### src/rtl/lsu_mem_port.sv
// -----------------------------------------------------------------------------
// lsu_mem_port
// Data-memory responder for the EX/MEM stage. Accepts one load or store per
// transaction, drives a single-beat 64-bit bus request with byte enables and
// lane-shifted store data, and returns the extended load result toward MEM/WB.
//
// Ports
//   clk, rst_n             : clock (rising edge), asynchronous active-low reset
//   mem_read, mem_write    : load / store request from the EX/MEM register
//   funct3                 : size and sign (B,H,W,D,BU,HU,WU)
//   addr, wdata            : byte address and LSB-aligned store data
//   stall_m                : freeze IF/ID/EX/MEM while a transaction is in flight
//   load_valid, load_data  : extended load result, valid for one cycle
//   fault                  : one-cycle pulse for a misaligned or illegal request
//   bus_req ... bus_wdata  : bus request channel (address forced to 8B aligned)
//   bus_gnt                : request accepted by the bus
//   bus_rvalid, bus_rdata  : read response channel
// -----------------------------------------------------------------------------
module lsu_mem_port #(
   parameter int XLEN = 64
) (
   input  logic            clk,
   input  logic            rst_n,
   input  logic            mem_read,
   input  logic            mem_write,
   input  logic [2:0]      funct3,
   input  logic [XLEN-1:0] addr,
   input  logic [XLEN-1:0] wdata,
   output logic            stall_m,
   output logic            load_valid,
   output logic [XLEN-1:0] load_data,
   output logic            fault,
   output logic            bus_req,
   output logic            bus_we,
   output logic [XLEN-1:0] bus_addr,
   output logic [7:0]      bus_be,
   output logic [XLEN-1:0] bus_wdata,
   input  logic            bus_gnt,
   input  logic            bus_rvalid,
   input  logic [XLEN-1:0] bus_rdata
);

   typedef enum logic [1:0] {
      IDLE = 2'd0,
      REQ  = 2'd1,
      WAIT = 2'd2,
      DONE = 2'd3
   } lsuStateE;

   lsuStateE         stateR;
   lsuStateE         nextStateS;
   logic             isLoadR;
   logic [2:0]       funct3R;
   logic [XLEN-1:0]  addrR;
   logic [7:0]       beR;
   logic [XLEN-1:0]  wdataR;
   logic [XLEN-1:0]  loadDataR;
   logic             reqPresentS;
   logic             illegalS;
   logic             acceptS;

   // Illegal: both directions, reserved size, unsigned store, or misalignment.
   function automatic logic isIllegal(input logic rd, input logic wr,
                                      input logic [2:0] f3, input logic [2:0] off);
      logic bad;
      bad = 1'b0;
      if (rd && wr) begin
         bad = 1'b1;
      end else if (f3 == 3'b111) begin
         bad = 1'b1;
      end else if (wr && f3[2]) begin
         bad = 1'b1;
      end else begin
         case (f3[1:0])
            2'b01:   bad = (off[0]   != 1'b0);
            2'b10:   bad = (off[1:0] != 2'b00);
            2'b11:   bad = (off[2:0] != 3'b000);
            default: bad = 1'b0;
         endcase
      end
      return bad;
   endfunction

   function automatic logic [7:0] byteEnable(input logic [2:0] f3, input logic [2:0] off);
      logic [7:0] be;
      case (f3[1:0])
         2'b00:   be = 8'h01 << off;
         2'b01:   be = 8'h03 << off;
         2'b10:   be = 8'h0F << off;
         2'b11:   be = 8'hFF;
         default: be = 8'h00;
      endcase
      return be;
   endfunction

   // Right-align the addressed bytes, then sign- or zero-extend by funct3.
   function automatic logic [XLEN-1:0] extractLoad(input logic [2:0] f3,
                                                   input logic [XLEN-1:0] rdata,
                                                   input logic [2:0] off);
      logic [XLEN-1:0] sh;
      logic [XLEN-1:0] res;
      sh = rdata >> {off, 3'b000};
      case (f3)
         3'b000:  res = {{(XLEN-8){sh[7]}},   sh[7:0]};
         3'b001:  res = {{(XLEN-16){sh[15]}}, sh[15:0]};
         3'b010:  res = {{(XLEN-32){sh[31]}}, sh[31:0]};
         3'b011:  res = sh;
         3'b100:  res = {{(XLEN-8){1'b0}},    sh[7:0]};
         3'b101:  res = {{(XLEN-16){1'b0}},   sh[15:0]};
         3'b110:  res = {{(XLEN-32){1'b0}},   sh[31:0]};
         default: res = {XLEN{1'b0}};
      endcase
      return res;
   endfunction

   assign reqPresentS = mem_read | mem_write;
   assign illegalS    = isIllegal(mem_read, mem_write, funct3, addr[2:0]);
   assign acceptS     = (stateR == IDLE) && reqPresentS && !illegalS;

   // FSM state register; reset aborts any in-flight transaction without retry.
   always_ff @(posedge clk or negedge rst_n) begin
      if (!rst_n) begin
         stateR <= IDLE;
      end else begin
         stateR <= nextStateS;
      end
   end

   // Next-state logic; gnt and rvalid only matter in the state that expects them.
   always_comb begin
      nextStateS = stateR;
      case (stateR)
         IDLE: begin
            if (acceptS) nextStateS = REQ;
            else         nextStateS = IDLE;
         end
         REQ: begin
            if (bus_gnt) nextStateS = isLoadR ? WAIT : DONE;
            else         nextStateS = REQ;
         end
         WAIT: begin
            if (bus_rvalid) nextStateS = DONE;
            else            nextStateS = WAIT;
         end
         DONE:    nextStateS = IDLE;
         default: nextStateS = IDLE;
      endcase
   end

   // Request capture at accept and load-result capture on rvalid in WAIT.
   always_ff @(posedge clk or negedge rst_n) begin
      if (!rst_n) begin
         isLoadR   <= 1'b0;
         funct3R   <= 3'b000;
         addrR     <= {XLEN{1'b0}};
         beR       <= 8'h00;
         wdataR    <= {XLEN{1'b0}};
         loadDataR <= {XLEN{1'b0}};
      end else begin
         if (acceptS) begin
            isLoadR <= mem_read;
            funct3R <= funct3;
            addrR   <= addr;
            beR     <= byteEnable(funct3, addr[2:0]);
            wdataR  <= wdata << {addr[2:0], 3'b000};
         end
         if ((stateR == WAIT) && bus_rvalid) begin
            loadDataR <= extractLoad(funct3R, bus_rdata, addrR[2:0]);
         end
      end
   end

   // Output decode; stall_m and fault react to the presented request in IDLE.
   always_comb begin
      bus_req    = 1'b0;
      bus_we     = 1'b0;
      bus_addr   = {XLEN{1'b0}};
      bus_be     = 8'h00;
      bus_wdata  = {XLEN{1'b0}};
      load_valid = 1'b0;
      stall_m    = 1'b0;
      fault      = 1'b0;
      case (stateR)
         IDLE: begin
            stall_m = rst_n && acceptS;
            fault   = rst_n && reqPresentS && illegalS;
         end
         REQ: begin
            bus_req   = 1'b1;
            bus_we    = !isLoadR;
            bus_addr  = {addrR[XLEN-1:3], 3'b000};
            bus_be    = beR;
            bus_wdata = wdataR;
            stall_m   = 1'b1;
         end
         WAIT: begin
            stall_m = 1'b1;
         end
         DONE: begin
            load_valid = isLoadR;
         end
         default: begin
            stall_m = 1'b0;
         end
      endcase
   end

   assign load_data = loadDataR;

endmodule

### config.mk
export PLATFORM = sky130hd
export DESIGN_NAME = lsu_mem_port
export DESIGN_NICKNAME = d
export VERILOG_FILES = /design/src/rtl/lsu_mem_port.sv
export SDC_FILE = /design/constraint.sdc
export NUM_CORES = 1
export LEC_CHECK = 0
export BUFFER_PORTS_ARGS = -buffer_cell sky130_fd_sc_hd__buf_2
export CORE_MARGIN = 1.5
export CORE_UTILIZATION = 46
export DETAILED_ROUTE_END_ITERATION = 7
export PLACE_DENSITY_LB_ADDON = 0.1
export SLEW_MARGIN = 20
export SYNTH_ARGS = -nofsm -noshare
export SYNTH_HDL_FRONTEND = slang
export SYNTH_SLANG_ARGS = --single-unit
### constraint.sdc
create_clock -name clk -period 2.4 [get_ports clk]
set_input_delay 0.36 -clock clk [delete_from_list [all_inputs] [get_ports clk]]
set_output_delay 0.36 -clock clk [all_outputs]
set_load 0.005 [all_outputs]
Word-level counts from Yosys, hierarchy flattened
Index checks and enable logic that the tools add are counted.
- word-level logic and storage cells: 61
- flip-flop bits (word level): 206
- output and inout bits: 205
- input port bits: 201
- reductions and logical operators: 16
- bitwise gates (word level): 1
- shift-type cells: 5
- eq/ne operators: 13
- mux-type cells: 19
- operator list (kind ; count):
    $pmux 64 s7 ; 1
    $mux 64 ; 2
    $shl 64x6->64 ; 1
    $shr 64x6->64 ; 1
    $pmux 8 s4 ; 1
    $eq 3x3->1 const B ; 4
    $mux 1 ; 10
    $eq 2x2->1 const B ; 4
    $logic_and 1x1->1 ; 8
    $mux 8 ; 1
    $pmux 2 s4 ; 1
    $shl 1x3->8 const A ; 1
    $shl 2x3->8 const A ; 1
    $shl 4x3->8 const A ; 1
    $eq 3x2->1 const B ; 2
    $eq 2x1->1 const B ; 2
    $logic_not 2->1 ; 2
    $eq 3x1->1 const B ; 1
    $logic_not 3->1 ; 1
    $pmux 1 s3 ; 1
    $reduce_bool 3->1 ; 1
    $logic_not 1->1 ; 2
    $mux 2 ; 1
    $pmux 1 s2 ; 1
    3 further kinds ; 3

Depth between registers and ports, before layout
- depth after elaboration: 9
- mapped depth: 11
- gate-level depth less buffers: 7

Worst setup path after synthesis
No wires, ideal clock.
- kind: reg-to-reg
- from: reg stateR[0]
- to: reg loadDataR[30], in the netlist load_data[30]
- arrival: 2188 ps
- data required time: 2313 ps
- stages on the path, launching flop included: 9
- slack: 126 ps
- library setup time: 87 ps
- clock period less this slack: 2274 ps
- buffers on the path: 1
- cell sequence: dfrtp_1 inv_1 ha_1 nand2_1 or4b_2 nor3_1 nor2_4 buf_6 o211ai_1
- longest elaborated chain between the ends: 2
- RTL lines (item ; line ; source):
    start: declaration ; 50 ; lsuStateE stateR;
    start signal: assignment ; 125 ; stateR <= nextStateS;
    $eq 2x2->1 ; 167 ; if ((stateR == WAIT) && bus_rvalid) begin
    $logic_and 1x1->1 ; 167 ;
    end signal: assignment ; 158 ; loadDataR <= {XLEN{1'b0}};
    end signal: assignment ; 168 ; loadDataR <= extractLoad(funct3R, bus_rdata, addrR[2:0]);
    end: declaration ; 57 ; logic [XLEN-1:0] loadDataR;
Every way passes these cells.
A chain may end at the register's enable or synchronous reset.

==> results.txt <==
run status: finished, violations left
violations in the final reports: negative hold slack
die boundary height: 164 um
CTS Root Cell: sky130_fd_sc_hd__clkbuf_16
type of the worst setup path: reg -> out
gr ovfl total: 0
worst setup skew after layout: 10.4 ps
die outline width: 164 um
PortBufs: 402
Worst path slowest cell: sky130_fd_sc_hd__dfrtp_1
Avg Inst Size Synth: 8.94 um^2
cell taking the most area after synthesis: sky130_fd_sc_hd__dfrtp_1
max capacitance violation total: 0
synth top area cells: sky130_fd_sc_hd__dfrtp_1 43%, sky130_fd_sc_hd__nand2_1 11%, sky130_fd_sc_hd__mux2i_1 7.6%
critical path fanouts, max: 44
number of DRC markers in iteration 0: 902
wire length of the first global-routing pass: 59600 um
total of flip-flops plus latches after synthesis: 206
standard-cell rows: 58
setup repair after global routing missed its margin: false
Total Die Area: 27000 um^2
insertion delay to the later sink of the worst-skew pair: 530 ps
DRT Pass-1 Iters: 5
ratio of cells with drive above 1 in the final layout: 31.8%
via count: 11200
number of warnings reported in the yosys synthesis log: 0
Cell Area, Synth: 12000 um^2
instance count of the mapped netlist: 1337
clk slew on worst S/H paths: 60 ps
Seq/Total Area, Yosys: 43.1%
endpoint type of the worst setup path: output pin
non-filler cells in the finished layout: 2049
Final nets: 1913
most common flop cell mapped by yosys: sky130_fd_sc_hd__dfrtp_1
power density relative to cell area: 1110 nW/um^2
maximum clock frequency: 442 MHz
cell count after placement: 2004
DR WL/cell: 19.4 um
most numerous cell in the Yosys netlist: sky130_fd_sc_hd__nand2_1
H-tree Lvls: 1
number of global-route vias before repair: 10700
actual transition at the worst max-transition pin: 870 ps
largest net degree at the start of global routing: 148
worst flop-to-flop path startpoint: stateR[0]$_DFF_PN0_
worst hold margin: -55.9 ps
largest incremental delay on the critical path: 430 ps
count of endpoints failing setup in the final report: 0
Post-DP HPWL: 28600 um
total power: 0.0169 W
CP Cell Sequence: inv_1 > ha_4 > buf_12 > and2_1 > buf_2
hold violation count in the final report: 22
antenna-violating nets left: 0
clock tree from TritonCTS: built
share of flip-flops with an asynchronous set or reset after synthesis: 100%
starting density of the core: 47.2%
overall routing resource usage: 28.7%
worst min path class: in -> async
number of antenna repair diodes: 0
crit path DAT: 1900 ps
sink count of the clock tree: 206
final max-slew violation count: 0
static leakage: 8.00 nW
min Tclk post-route: 2260 ps
hold buffer count at cts: 0
Bufs on Longest Clock Path: 3
leading post-synthesis cells by instance count: 363 x sky130_fd_sc_hd__nand2_1, 206 x sky130_fd_sc_hd__dfrtp_1, 141 x sky130_fd_sc_hd__and2_1
total core area: 25300 um^2
area overhead of the layout relative to synthesis: 27.2%
count of distinct cell types in the synthesized netlist: 53
sum of negative setup slack: 0 ps
post-DR vias/cell: 5.48
number of remaining DRC errors: 0
count of boundary I/O pins: 406
worst vdd ir: 579 uV
number of flops mapped to enable cells by yosys: 0
startpoint type of the worst setup path: register
worst max-slew margin expressed relative to the limit: 42.0%
final RePlAce weighted congestion: 0.952
final cycle utilization of the critical path: 94.3%
total routed wirelength: 39700 um
required time at the endpoint of the critical path: 2040 ps
number of CTS-inserted buffers: 23
number of antenna violations at the first check in global routing: 1
fraction of post-synthesis cell area in the top cell type by area: 43.1%
placed cells by master, fill, tap and decap left out, types with 9 or more instances in the layout:
master,count
sky130_fd_sc_hd__mux4_2,22
sky130_fd_sc_hd__dfrtp_1,204
sky130_fd_sc_hd__mux2_2,15
sky130_fd_sc_hd__buf_2,400
sky130_fd_sc_hd__nand3_1,20
sky130_fd_sc_hd__a21oi_1,39
sky130_fd_sc_hd__buf_4,41
sky130_fd_sc_hd__mux2i_1,91
sky130_fd_sc_hd__o21ai_0,73
sky130_fd_sc_hd__a211oi_1,30
sky130_fd_sc_hd__ha_1,9
sky130_fd_sc_hd__and2_1,141
sky130_fd_sc_hd__a22oi_1,38
sky130_fd_sc_hd__nor2b_1,24
sky130_fd_sc_hd__nor2_1,41
sky130_fd_sc_hd__a32oi_1,9
sky130_fd_sc_hd__nand2_1,362
sky130_fd_sc_hd__clkbuf_16,23
sky130_fd_sc_hd__o31ai_1,10
worst paths after layout:
path                       slack (ps)  cells after the start                        end
min in group clk                   20                      3      addrR[42]$_DFFE_PN0P_
hold / removal                    -60                      2        stateR[0]$_DFF_PN0_
setup reg to reg                  220                      9  load_data[62]$_DFFE_PN0P_
max in group asynchronous        1690                      2       addrR[1]$_DFFE_PN0P_
hold reg to reg                   460                      2     wdataR[22]$_DFFE_PN0P_
setup / recovery                  140                      5              bus_wdata[55]
where the power goes:
| group | internal (W) | switching (W) | leakage, nW | total [W] |
|---|---|---|---|---|
| Sequential | 0.00503 | 0.000931 | 2.60 | 0.00596 |
| Combinational | 0.00314 | 0.00407 | 5.01 | 0.00721 |
| Clock | 0.00220 | 0.00153 | 0.385 | 0.00373 |
routing by layer:
metal / wire [um] / vias to the layer above / part of all wire, % / track usage (%)
li1: - / 5335 / - / -
met1: 16500 / 5365 / 42 / 37.4
met2: 18700 / 442 / 47 / 47.3
met3: 2550 / 88 / 6.4 / 3.71
met4: 1900 / 0 / 4.8 / 13.5
met5: 0 / - / 0 / 0
cell families (layout without fill, tap and decap cells):
family | count (synthesis) | after routing | share of synthesized area [%]
AOI/OAI and AO/OA | 261 | 261 | 14.5
adders and majority gates | 10 | 10 | 1.05
buffers and inverters | 120 | 500 | 4.47
DFF | 206 | 206 | 43.1
muxes | 128 | 128 | 13.2
other | 1 | 3 | 0.0314
and+or+nand+nor | 611 | 611 | 23.6
stage by stage:
| step | setup WS, ps | utilization (%) | area [um^2] | hold WS (ps) |
|---|---|---|---|---|
| 6_report | 136 | 60.0 | 15200 | -55.9 |
| 5_1_grt | 24.9 | 60.0 | 15200 | 21.8 |
| 4_1_cts | 102 | 60.0 | 15200 | 5.56 |
| 3_5_place_dp | 153 | 56.8 | 14400 | 448 |
| 3_3_place_gp | 202 | 56.8 | 14400 | 445 |
| 2_1_floorplan | 126 | - | 12000 | 64.4 |
critical path: cells and delay by family (launching register included):
kind | cells | cell delay, ps
buffers and inverters | 3 | 500
and+or+nand+nor | 1 | 220
DFF | 1 | 430
adders and majority gates | 1 | 220
sequential cells by signal (all words and copies together), names as in the netlist, named ones only:
signal / count
addrR: 64
load_data: 64
wdataR: 64
beR: 8
funct3R: 3
isLoadR: 1
stateR: 1
what timing repair did:
action                                  in CTS  in global routing
endpoints found under the setup margin      71                  0
resized for setup                            1                  0
buffers inserted                             3                  0
layout make-up:
class | count | area (um^2)
Fill cell | 2359 | 10100
Multi-Input combinational cell | 1013 | 6310
Sequential cell | 206 | 5160
Timing Repair Buffer | 451 | 2500
Clock buffer | 29 | 628
Tap cell | 330 | 413
Clock inverter | 13 | 166
Inverter | 7 | 26.3
Note: power is estimated with default switching activity, not from simulation.
